## src/rtl/cus19_pkg.sv

```systemverilog
// cus19_pkg: shared state encoding and widths for the Custom-19 branch logic
package cus19_pkg;
  localparam int CUS19_ADDR_WIDTH = 19;
  typedef enum logic [1:0] {
    BR_IDLE     = 2'd0,
    BR_REDIRECT = 2'd1,
    BR_FLUSH    = 2'd2
  } br_state_t;
endpackage

```

## src/rtl/cus19_sat_counter.sv

```systemverilog
// cus19_sat_counter: up-counter that sticks at all-ones
module cus19_sat_counter #(
  parameter int W = 16
) (
  input  logic         clk_in,
  input  logic         rst_in,
  input  logic         inc_in,
  output logic [W-1:0] cnt_out
);
  always_ff @(posedge clk_in)
    if (rst_in) cnt_out <= '0;
    else if (inc_in && !(&cnt_out)) cnt_out <= cnt_out + 1'b1;
endmodule

```

## src/rtl/cus19_branch_ctrl.sv

```systemverilog
// cus19_branch_ctrl: IE-stage branch redirect sequencer with squash and statistics
module cus19_branch_ctrl
  import cus19_pkg::*;
#(
  parameter int ADDR_WIDTH   = CUS19_ADDR_WIDTH,
  parameter int FLUSH_CYCLES = 2,
  parameter int CNT_WIDTH    = 16
) (
  input  logic                  clk_in,
  input  logic                  rst_in,
  input  logic                  branch_valid_in,
  input  logic                  jump_in,
  input  logic                  branch_taken_in,
  input  logic [ADDR_WIDTH-1:0] target_in,
  input  logic                  ie_stall_in,
  input  logic                  fetch_ready_in,
  output logic                  redirect_valid_out,
  output logic [ADDR_WIDTH-1:0] redirect_pc_out,
  output logic                  flush_if_out,
  output logic                  flush_id_out,
  output logic                  stall_ie_out,
  output logic [CNT_WIDTH-1:0]  resolved_cnt_out,
  output logic [CNT_WIDTH-1:0]  taken_cnt_out
);
  localparam logic [3:0] FLUSH_LOAD = FLUSH_CYCLES == 0 ? 4'd0 : 4'(FLUSH_CYCLES - 1);
  br_state_t  state_q, state_d;
  logic [3:0] flush_cnt;
  logic       accept, take, busy;
  assign accept = branch_valid_in && !ie_stall_in && state_q == BR_IDLE;
  assign take   = accept && (jump_in || branch_taken_in);
  always_comb begin
    state_d = BR_IDLE;
    state_d = state_q == BR_IDLE ? (take ? BR_REDIRECT : BR_IDLE) :
              state_q == BR_REDIRECT ? (!fetch_ready_in ? BR_REDIRECT :
                                        FLUSH_CYCLES == 0 ? BR_IDLE : BR_FLUSH) :
              (state_q == BR_FLUSH && flush_cnt != 4'd0) ? BR_FLUSH : BR_IDLE;
    busy               = state_q == BR_REDIRECT || state_q == BR_FLUSH;
    redirect_valid_out = state_q == BR_REDIRECT;
    flush_if_out       = busy;
    flush_id_out       = busy;
    stall_ie_out       = busy;
  end
  always_ff @(posedge clk_in)
    if (rst_in) begin
      state_q         <= BR_IDLE;
      flush_cnt       <= 4'd0;
      redirect_pc_out <= '0;
    end else begin
      state_q <= state_d;
      if (take) redirect_pc_out <= target_in;
      if (state_q == BR_REDIRECT && fetch_ready_in) flush_cnt <= FLUSH_LOAD;
      else if (state_q == BR_FLUSH && flush_cnt != 4'd0) flush_cnt <= flush_cnt - 4'd1;
    end
  cus19_sat_counter #(.W(CNT_WIDTH)) u_resolved (
    .clk_in (clk_in),
    .rst_in (rst_in),
    .inc_in (accept),
    .cnt_out(resolved_cnt_out)
  );
  cus19_sat_counter #(.W(CNT_WIDTH)) u_taken (
    .clk_in (clk_in),
    .rst_in (rst_in),
    .inc_in (take),
    .cnt_out(taken_cnt_out)
  );
endmodule

```

## config.mk

```make
export PLATFORM = sky130hd
export DESIGN_NAME = cus19_branch_ctrl
export DESIGN_NICKNAME = d
export VERILOG_FILES = /design/src/rtl/cus19_pkg.sv /design/src/rtl/cus19_sat_counter.sv /design/src/rtl/cus19_branch_ctrl.sv
export SDC_FILE = /design/constraint.sdc
export NUM_CORES = 1
export LEC_CHECK = 0
export CAP_MARGIN = 10
export CORE_ASPECT_RATIO = 1.2
export CORE_MARGIN = 2
export CORE_UTILIZATION = 42
export DETAILED_ROUTE_END_ITERATION = 12
export PLACE_DENSITY = 0.84
export SETUP_SLACK_MARGIN = 0.2
export SLEW_MARGIN = 20
export SYNTH_ARGS = -nofsm -noshare
export SYNTH_HDL_FRONTEND = slang
export SYNTH_SLANG_ARGS = --single-unit
export TNS_END_PERCENT = 1
```

## constraint.sdc

```tcl
create_clock -name clk_in -period 2.3 [get_ports clk_in]
set_clock_uncertainty 0.2 [all_clocks]
set_input_delay 0.345 -clock clk_in [delete_from_list [all_inputs] [get_ports clk_in]]
set_output_delay 0.345 -clock clk_in [all_outputs]
set_load 0.02 [all_outputs]
```

==> run summary <==
share of post-route cells with drive strength above 1: 0.159
gr busiest metal: met2
Seq/Total Area, Yosys: 0.431
met3 usage: 0.0815
minimum hold slack: 228 ps
DRC viols: 0
vias per inst: 5.45
final hold vios: 0
highest clock rate: 465 MHz
largest net degree at the start of global routing: 37
Avg Inst Size Synth: 8.40 um^2
Placed Area: 0.00371 mm^2
die footprint: 0.00695 mm^2
top-count cell post-synth: dfxtp_1
GRT Total Usage: 0.203
dpl cells: 484
internal power: 1.72 mW
leakage: 1.34 nW
Setup WS pre-CTS: -142 ps
delay-heaviest family, CP: buffers and inverters
# nets final: 449
DRT Wirelength: 7120 um
Worst-Skew Late Latency: 330 ps
root buffer cell: clkbuf_8
Worst path slowest cell: clkdlybuf4s50_1
initial antenna violation count: 0
max_cap viols: 0
TritonCTS buffer count: 9
Max IR drop VDD: 409 uV
Yosys reg bits: 57
non-filler cells, final: 503
Crit path buffers/inverters: 2
fin worst setup slack: 152 ps
worst-path maximum fanout: 3
async set-reset flop share out of synthesis: 0
Initial Utilization: 0.437
Critical Path Sink Type: output port
Synth Area in Compound Gates: 0.170
Worst Tran Pin Value: 615 ps
CTS Sinks: 57
clk buf depth: 2
Simple-Gate Fraction of Synth Area: 0.296
clock network power share: 0.447
Routed Antenna Nets: 0
sw frac: 0.222
Worst path max stage delay: 590 ps
H-tree depth: 3
Die X: 76.4 um
largest family of logic cells by synthesized area: simple AND/OR/NAND/NOR gates
Syn Nets: 347
FP Rows: 31
post-synthesis mux area share: 0.0251
Core Box Area: 0.00605 mm^2
via count: 2,742
crit path DAT: 1600 ps
Post-synth EDFFs: 0
final setup vio count: 0
area share of the largest cell type after synthesis: 0.431
grt ovf: 0
RSZ-0062 raised after global routing: yes
CP Launch Type: register
Final period util: 0.934
Yosys cell types: 44
Rel. slew slack: 0.586
hpwl dp: 5100 um
synthesis-to-layout area growth: 49.4%
Final Max Slew Viols: 0
Synth Area in Adders: 0.0284
Finished Cell Area: 0.00395 mm^2
cell count after synthesis: 315
largest cells by area after synthesis: dfxtp_1 (43%), a21oi_1 (7.6%), nand2_1 (7.4%), or4_1 (3.1%), ha_1 (2.8%)
PwrDens: 561 mW/mm^2
CTS tree: built
first-pass GRT wire length: 11,500 um
met2 global-route usage: 0.358
global routing usage on met1: 0.220
Port Buffers: 80
Synthesis Warnings: 0
Synth top cells by count: dfxtp_1 (57), nand2_1 (52), a21oi_1 (40), nor2_1 (15), clkbuf_1 (13)
Synth Area in XOR/XNOR: 0.00993
vias in the first global route: 2,556
power share of the combinational group: 0.093
Detailed Routing Iterations Pass 1: 4
CP Cell Sequence: inv_2 > ha_4 > clkdlybuf4s50_1
Tmin final: 2150 ps
most used flip-flop cell after synthesis: dfxtp_1
cts hold-fix bufs: 0
Seq pwr share: 0.460
kind of critical path: register to output port
DR WL/cell: 14.1 um
Sw Pwr: 493 uW
# IOs: 81
Clock transition at path regs: 60 ps
Mapped Area: 0.00265 mm^2
HP Class: input port to register
leading area contributor after synthesis: dfxtp_1
outcome: finished, final reports clean
Die H: 90.9 um
Starting DRT DRC Count: 125
Antenna diodes: 0
GPL Wtd Cong: 0.821
worst endpoint required time: 1750 ps
## kinds of logic after synthesis
logic type	after synthesis
and+or+nand+nor	144
xor gates and xnor gates	3
muxes	6
adders and majority gates	6
AOI/OAI and AO/OA	75
buffers and inverters	24
DFF	57
## cell type report
class / count / area (um^2)
clock buffer: 13 / 179
clock inverter: 2 / 35.0
fill: 518 / 2100
inverter: 8 / 30.0
multi-input combinational: 234 / 1440
sequential: 57 / 1150
tap: 82 / 103
timing repair buffer: 107 / 1020
## metrics by stage
step / total power [mW] / util / TNS (ps)
after floorplan: 1.13 / - / 0
after global placement: 1.24 / 0.613 / -495
after detailed placement: 1.25 / 0.613 / -887
after CTS: 2.23 / 0.648 / 0
after global routing: 2.30 / 0.653 / 0
final: 2.22 / 0.653 / 0
## layer usage
metal	share of wire	wire, um
met2	0.53	3740
met5	0	0
met1	0.40	2840
met4	0.0098	70
met3	0.065	460
## worst register-to-register path: stages, from the launching register on
cell      delay, ps
dfxtp_1         320
inv_2            80
ha_4            170
nand3b_4        110
or4_4           510
or4_1           520
a21oi_1         150
## path summary, 6_finish.rpt
path / from / end / slack (ps) / cells past startpoint
worst min register to register: redirect_pc_out[14] / redirect_pc_out[14] / 250 / 2
worst max register to register: state_q[1] / u_taken.cnt_out[11] / 170 / 6
worst min-delay path: rst_in / u_resolved.cnt_out[12] / 230 / 2
worst max-delay path: state_q[0] / stall_ie_out / 150 / 3
## repair_timing
item | in CTS | in global routing
buffers inserted | 0 | 4
setup endpoints to repair | 7 | 30
pin swaps | 0 | 2
gates resized for setup | 1 | 0
gates cloned | 0 | 0
## sequential cells by signal, indices dropped and copies added (netlist names)
name,cells
redirect_pc_out,19
state_q,2
flush_cnt,4
u_taken.cnt_out,16
u_resolved.cnt_out,16
## cells in the final DEF, fill, tap and decap left out, types with 6 or more instances in the layout
| master | n |
|---|---|
| a21oi_1 | 40 |
| buf_4 | 25 |
| clkbuf_8 | 13 |
| clkdlybuf4s50_1 | 78 |
| dfxtp_1 | 53 |
| inv_1 | 6 |
| nand2_1 | 52 |
| nand3_1 | 8 |
| nand4_1 | 8 |
| nor2_1 | 15 |
| nor3_1 | 10 |
| nor4_1 | 9 |
| o21ai_0 | 9 |
| o31ai_1 | 9 |
| or4_1 | 11 |
## power groups by stage
stage	Sequential, mW	Clock, mW	Combinational, mW
after floorplan	1.06	0	0.0694
after global placement	1.04	0	0.202
after detailed placement	1.04	0	0.205
after CTS	1.02	1.01	0.206
after global routing	1.02	1.06	0.222
final	1.02	0.992	0.206
(Power assumes the default switching activity.)
